==> config.mk <==
export PLATFORM = sky130hd
export DESIGN_NAME = branch_predict_unit
export DESIGN_NICKNAME = d
export VERILOG_FILES = /design/src/rtl/branch_predict_unit.sv
export SDC_FILE = /design/constraint.sdc
export NUM_CORES = 1
export LEC_CHECK = 0
export CAP_MARGIN = 20
export CORE_ASPECT_RATIO = 1.75
export CORE_MARGIN = 2
export CORE_UTILIZATION = 44
export CTS_BUF_LIST = sky130_fd_sc_hd__clkbuf_8
export DETAILED_ROUTE_END_ITERATION = 12
export REMOVE_ABC_BUFFERS = 1
export SYNTH_ARGS = -nofsm -noshare
export SYNTH_HDL_FRONTEND = slang
export SYNTH_SLANG_ARGS = --single-unit
export TNS_END_PERCENT = 30
==> constraint.sdc <==
create_clock -name clk -period 4.8 [get_ports clk]
set_clock_uncertainty 0.2 [all_clocks]
set_input_delay 0.96 -clock clk [delete_from_list [all_inputs] [get_ports clk]]
set_output_delay 0.96 -clock clk [all_outputs]
set_load 0.05 [all_outputs]
==> src/rtl/branch_predict_unit.sv <==
// Dynamic branch predictor (2-bit BHT + BTB) for IF, with the IF/ID prediction register and ID-stage training.
// Optional BPU_TAG_CHECK_EN: store BTB tags and require a tag match for a hit; otherwise hit = valid only.
module branch_predict_unit #(
    parameter int unsigned INDEX_BITS = 3,
    parameter int unsigned PC_W       = 16
) (
    input  logic            clk,
    input  logic            rst_n,
    input  logic [PC_W-1:0] PC_curr,
    input  logic            PC_stall,
    input  logic            IF_ID_stall,
    input  logic            IF_flush,
    output logic            predicted_taken,
    output logic [PC_W-1:0] predicted_target,
    output logic            IF_ID_predicted_taken,
    output logic [PC_W-1:0] IF_ID_predicted_target,
    output logic [PC_W-1:0] IF_ID_PC_curr,
    input  logic            ID_is_branch,
    input  logic            actual_taken,
    input  logic [PC_W-1:0] actual_target,
    output logic            branch_mispredicted
);

    localparam int unsigned DEPTH = 2 ** INDEX_BITS;
    localparam int unsigned TAG_W = PC_W - INDEX_BITS - 1;

    logic [DEPTH-1:0][1:0]      bht;
    logic [DEPTH-1:0]           btb_valid;
    logic [DEPTH-1:0][PC_W-1:0] btb_target;
`ifdef BPU_TAG_CHECK_EN
    logic [DEPTH-1:0][TAG_W-1:0] btb_tag;
`endif

    logic [INDEX_BITS-1:0] rd_idx;
    logic [INDEX_BITS-1:0] wr_idx;
    logic                  hit;
    logic                  train;
    logic [1:0]            cnt_next;
    logic                  pc_stall_unused;

    // PC_stall only freezes the fetch PC upstream; the lookup simply repeats.
    assign pc_stall_unused = PC_stall;

    // Lookup reads pre-update table contents; no bypass from a same-cycle training write.
    assign rd_idx = PC_curr[INDEX_BITS:1];
`ifdef BPU_TAG_CHECK_EN
    assign hit = btb_valid[rd_idx] && (btb_tag[rd_idx] == PC_curr[PC_W-1:INDEX_BITS+1]);
`else
    assign hit = btb_valid[rd_idx];
`endif
    assign predicted_taken  = hit & bht[rd_idx][1];
    assign predicted_target = hit ? btb_target[rd_idx] : '0;

    // A branch is resolved only in the cycle it leaves ID, so a stall blocks both training and reporting.
    assign train  = ID_is_branch & ~IF_ID_stall;
    assign wr_idx = IF_ID_PC_curr[INDEX_BITS:1];

    assign branch_mispredicted = train &
        ((IF_ID_predicted_taken ^ actual_taken) |
         (actual_taken & (IF_ID_predicted_target != actual_target)));

    // Saturating 2-bit counter step for the resolving branch.
    always_comb begin
        cnt_next = bht[wr_idx];
        if (actual_taken) begin
            if (cnt_next != 2'b11) cnt_next = cnt_next + 2'b01;
        end else begin
            if (cnt_next != 2'b00) cnt_next = cnt_next - 2'b01;
        end
    end

    always_ff @(posedge clk or negedge rst_n) begin
        if (!rst_n) begin
            bht        <= {DEPTH{2'b01}};
            btb_valid  <= '0;
            btb_target <= '0;
`ifdef BPU_TAG_CHECK_EN
            btb_tag    <= '0;
`endif
        end else if (train) begin
            bht[wr_idx] <= cnt_next;
            if (actual_taken) begin
                btb_valid[wr_idx]  <= 1'b1;
                btb_target[wr_idx] <= actual_target;
`ifdef BPU_TAG_CHECK_EN
                btb_tag[wr_idx]    <= IF_ID_PC_curr[PC_W-1:INDEX_BITS+1];
`endif
            end
        end
    end

    // IF/ID prediction register: flush beats stall.
    always_ff @(posedge clk or negedge rst_n) begin
        if (!rst_n) begin
            IF_ID_predicted_taken  <= 1'b0;
            IF_ID_predicted_target <= '0;
            IF_ID_PC_curr          <= '0;
        end else if (IF_flush) begin
            IF_ID_predicted_taken  <= 1'b0;
            IF_ID_predicted_target <= '0;
            IF_ID_PC_curr          <= '0;
        end else if (!IF_ID_stall) begin
            IF_ID_predicted_taken  <= predicted_taken;
            IF_ID_predicted_target <= predicted_target;
            IF_ID_PC_curr          <= PC_curr;
        end
    end

endmodule

=== After elaboration in Yosys (flattened, before gate mapping) ===
Index checks and enable logic that the tools add are counted.

* $add $sub $neg: 2
* Multipliers: 0
* Div/mod/pow operators: 0
* $lt $le $gt $ge: 3
* Equality and inequality tests: 3
* Shift operators: 0
* Mux-type cells: 26
* Bitwise operators: 8
* Reductions and logical operators: 3

{| class="wikitable"
|+ Operators by type and width
! operator !! number
|-
| $bwmux W128 || 1
|-
| $mux W16 || 7
|-
| $bmux W16 S3 || 1
|-
| $demux W16 S3 || 1
|-
| $bwmux W16 || 1
|-
| $ne A16 B16 Y1 || 1
|-
| $bmux W2 S3 || 2
|-
| $mux W2 || 6
|-
| $lt A3 B4 Y1 const B || 2
|-
| $or A8 B8 Y8 || 1
|-
| $demux W2 S3 || 1
|-
| $and A1 B1 Y1 || 4
|-
| $mux W1 || 4
|-
| $bmux W1 S3 || 1
|-
| $demux W1 S3 || 1
|-
| $ge A3 B1 Y1 const B || 1
|-
| $add A2 B1 Y2 const B || 1
|-
| $ne A2 B1 Y1 const B || 1
|-
| $ne A2 B2 Y1 const B || 1
|-
| $reduce_and A2 Y1 || 1
|-
| $reduce_bool A2 Y1 || 1
|-
| $sub A2 B1 Y2 const B || 1
|-
| $logic_and A1 B1 Y1 || 1
|-
| $not A1 Y1 || 1
|-
| other kinds (2) || 2
|}

* Flip-flop bits (word level): 185
* Bits in latches: 0
* RAM bits: 0
* Memory bits (read-only): 0
* Input port bits: 39
* Output and inout bits: 51
* Word-level logic and storage cells: 65
* Memories kept: 0

=== Logic depth before layout (Yosys ltp) ===
* Word-level depth: 6
* Gate-level depth with buffers: 7

=== Least setup slack after synthesis ===
No wires, ideal clock.

* Kind: input to output
* Start: input port PC_curr[3]
* End: output port predicted_target[10]
* Arrival: 2.500 ns
* Data required time: 3.640 ns
* Slack: 1.140 ns
* Stages on the path: 4
* Buffers on the path: 2
* Cells stage by stage: buf_2 -> buf_1 -> mux2i_1 -> nor2_1

* Cells in the longest elaborated chain, start to end: 3
* Elaborated cells between the ends (all ways): 5

{| class="wikitable"
|+ Ends and longest elaborated chain
! item !! line !! source
|-
| start, declared || 9 || <nowiki>input logic [PC_W-1:0] PC_curr,</nowiki>
|-
| $bmux W16 S3 or $bmux W1 S3 (tied branches) || 52, 49 ||
|-
| $mux W16 (implied by the code) or $mux W1 (tied branches) || 52, 49 ||
|-
| $mux W16 * || 52 || <nowiki>assign predicted_target = hit ? btb_target[rd_idx] : '0;</nowiki>
|-
| end, declared || 14 || <nowiki>output logic [PC_W-1:0] predicted_target,</nowiki>
|}

Every way passes the cells marked *; elsewhere a longest branch is shown, timed or not. The select of a mux whose other input is x is not followed.

=== Worst setup path after layout ===
* Start: input port actual_target[4]
* End: output port branch_mispredicted

* Cells in the longest elaborated chain, start to end: 4

{| class="wikitable"
|+ Ends and longest elaborated chain
! item !! line !! source
|-
| start, declared || 20 || <nowiki>input logic [PC_W-1:0] actual_target,</nowiki>
|-
| $ne A16 B16 Y1 || 60 || <nowiki>(actual_taken & (IF_ID_predicted_target != actual_target)));</nowiki>
|-
| $and A1 B1 Y1 || 60 ||
|-
| $or A1 B1 Y1 || 59 || <nowiki>((IF_ID_predicted_taken ^ actual_taken) |</nowiki>
|-
| $and A1 B1 Y1 || 58 || <nowiki>assign branch_mispredicted = train &</nowiki>
|-
| end, declared || 21 || <nowiki>output logic branch_mispredicted</nowiki>
|}

Every way passes these cells.

==> impl_metrics.py <==
metrics = {
    "worst_setup_path": {
        "startpoint_type": "input port",
        "critPathCaptureType": "output port",
        "worst-setup-path-type": "in -> out",
        "max_stage_delay_ns": 0.56,
        "worstPathRequired_ns": 3.64,
        "buffers_inverters_on_critical_path": 2,
        "worstPathCellList": "clkdlybuf4s50_1 -> xnor2_1 -> nand4_1 -> nor4_1 -> a21oi_1 -> buf_4",
        "worst_path_dominant_cell_family": "buffers and inverters",
        "critPathSlowestCell": "sky130_fd_sc_hd__clkdlybuf4s50_1",
        "maximum_fanout_count_along_the_critical_path": 9,
        "arrival_ns": 2.90,
    },
    "cts": {
        "clk-insertion-delay-late_ns": 0.47,
        "cts.hold.buffers_added": 0,
        "clk_root_buffer_cell": "sky130_fd_sc_hd__clkbuf_8",
        "postCtsResizedCells": 0,
        "cts_max_level": 4,
        "numClockSinks": 185,
        "cts_tree": "yes",
        "cts.path.max_buffers": 2,
        "tritoncts.num_buffers": 17,
        "worst_setup_hold_path_clk_slew_ns": 0.10,
        "postCtsSetupRepairBufs": 0,
    },
    "logic_synthesis": {
        "netlist.area_leader.share": 0.527,
        "synth_sequential_area_ratio": 0.552,
        "synthDistinctLibCells": 28,
        "synth.yosys.warnings": 0,
        "post_synth.cell_area_avg_um2": 14.6,
        "synthTopCellsByArea": "sky130_fd_sc_hd__dfrtp_1, sky130_fd_sc_hd__mux2_2, sky130_fd_sc_hd__mux4_2, sky130_fd_sc_hd__mux2i_1, sky130_fd_sc_hd__dfstp_2",
        "synth_top_flop_cell": "sky130_fd_sc_hd__dfrtp_1",
        "syn_area_um2": 8400,
        "ys_async_sr_fraction": 1.00,
        "edff_count_synth": 0,
        "ys_top_cells_by_count": "sky130_fd_sc_hd__dfrtp_1, sky130_fd_sc_hd__mux2_2, sky130_fd_sc_hd__mux4_2, sky130_fd_sc_hd__nor2_1, sky130_fd_sc_hd__mux2i_1",
        "synthMostInstantiatedCell": "sky130_fd_sc_hd__dfrtp_1",
        "synth_seq_cells": 185,
        "synthCells": 577,
        "yosys.area.top_type": "sky130_fd_sc_hd__dfrtp_1",
    },
    "sta": {
        "grt_setup_unrepaired": "false",
        "share_of_the_clock_period_used_by_the_worst_path": 0.846,
        "period_needed_ns": 4.06,
        "final-max-slew-violation-count": 0,
        "timing.setup.tns_ns": 0,
        "slew_headroom": 0.254,
        "hold_viol": 0,
        "setup-violations-final": 0,
        "fmax_ghz": 0.246,
        "max_slew.worst_pin.slew_ns": 1.12,
    },
    "die": {
        "coreArea_um2": 18700,
        "row_count": 66,
        "boundaryPins": 90,
        "initial_core_util": 0.450,
        "chipWidth_um": 108,
        "fp.dieH_um": 187,
        "floorplan.die_area_um2": 20300,
    },
    "placed_design": {
        "io_buffers": 88,
        "globalplace.congestion": 0.781,
        "place.detailed.hpwl_um": 12400,
    },
    "routing": {
        "finalWirelength_um": 19400,
        "detail_route.drc_violations": 0,
        "via_per_inst": 5.47,
        "avgRoutedWirePerCell_um": 21.5,
        "firstDrtPassIters": 4,
        "num_vias": 4930,
        "drtIter0Drc": 252,
        "detail-route-antenna-nets": 0,
    },
    "layout": {
        "num-nets-final": 690,
        "n_fill_cell": 1626,
        "n_antenna_cell": 0,
        "growth_of_design_area_from_synthesis_to_finish_pct": 17.5,
        "layout-drive-gt1-share": 0.404,
    },
    "power": {
        "power.static_leakage_nw": 4.48,
        "cellPowerDensity_nw_per_um2": 377,
        "peakVddDrop_mv": 0.154,
        "power_w": 0.00372,
    },
    "job": {
        "max_cap_violations": 0,
    },
    "global_routing": {
        "grt_first_pass_wirelength_um": 31200,
        "global_route.usage.total": 0.206,
        "antenna_found_initial": 0,
        "via_count_of_the_first_global_routing_pass": 5481,
        "overflow": 0,
        "grt_max_degree": 105,
    },
    "min_path": {
        "worstHoldPathType": "reg -> reg",
    },
    "run_status": {
        "result_of_the_run": "complete, no violations",
    },
}
power breakdown:
group	internal (W)	switching, W
logic	0.000401	0.000366
registers	0.00180	0.000120
clock network	0.000432	0.000608
total	0.00263	0.00109
state kept, by name, summed over array words and instances (netlist names):
signal and count:
IF_ID_predicted_target 16, btb_target 128, IF_ID_PC_curr 16, btb_valid 8
bht 16, IF_ID_predicted_taken 1
cell type report:
type / count / area (um^2) / share of cell area
sequential: 185 / 4640 / 0.470
clock buffer: 17 / 234 / 0.0237
multi-input combinational: 346 / 3570 / 0.361
tap: 238 / 298 / 0.0302
timing repair buffer: 101 / 975 / 0.0987
clock inverter: 15 / 159 / 0.0161
placed cells by master, fill, tap and decap left out, drive strengths merged:
cell type	Yosys	final
clkinvlp	0	3
nor2b	2	2
nand4	3	3
nor4	1	1
bufinv	0	1
xnor2	13	13
inv	0	9
clkbuf	21	17
nor2	39	39
dfrtp	177	177
o21ai	18	18
a21oi	1	1
clkinv	0	2
maj3	2	2
nor3	3	3
nand3	1	1
buf	25	34
mux2i	35	35
nand2	26	26
nand2b	10	10
mux4	40	40
or3	1	1
clkdlybuf4s50	0	67
mux2	146	146
nand3b	1	1
dfstp	8	8
or3b	1	1
xor2	3	3
cell families (layout without fill, tap and decap cells):
logic type      after synthesis  in the layout  synth area share
simple gates                 88             88            0.0478
compound gates               19             19            0.0113
mux                         221            221             0.346
buf+inv                      46            133            0.0229
fa+ha+maj                     2              2           0.00268
xor+xnor                     16             16            0.0167
flops                       185            185             0.552
routing by layer:
metal | GRT usage | part of all wire
met4 | 0.0626 | 0.018
met3 | 0.0388 | 0.035
met2 | 0.355 | 0.53
met1 | 0.259 | 0.42
met5 | 0 | 0
worst paths after layout:
kind / from / to / slack (ns) / cells after the start
worst max-delay path: actual_target[4] / branch_mispredicted / 0.74 / 6
worst max register to register: IF_ID_PC_curr[2] / btb_target[105] / 2.08 / 4
worst min-delay path: btb_valid[0] / btb_valid[0] / 0.28 / 1
max in group asynchronous: rst_n / bht[14] / 2.94 / 2
min in group asynchronous: rst_n / IF_ID_PC_curr[9] / 0.41 / 1
worst min register to register: btb_valid[0] / btb_valid[0] / 0.28 / 1
per-stage QoR:
stage	cell area [um^2]	setup slack, ns	std cells	utilization	hold WS, ns
2_1_floorplan	8210	1.51	531	-	0.229
3_3_place_gp	9480	0.696	870	0.508	0.244
3_5_place_dp	9480	0.711	870	0.508	0.254
4_1_cts	9870	0.701	902	0.529	0.278
5_1_grt	9870	0.675	902	0.529	0.287
6_report	9870	0.740	902	0.529	0.276
(Power assumes the default switching activity.)
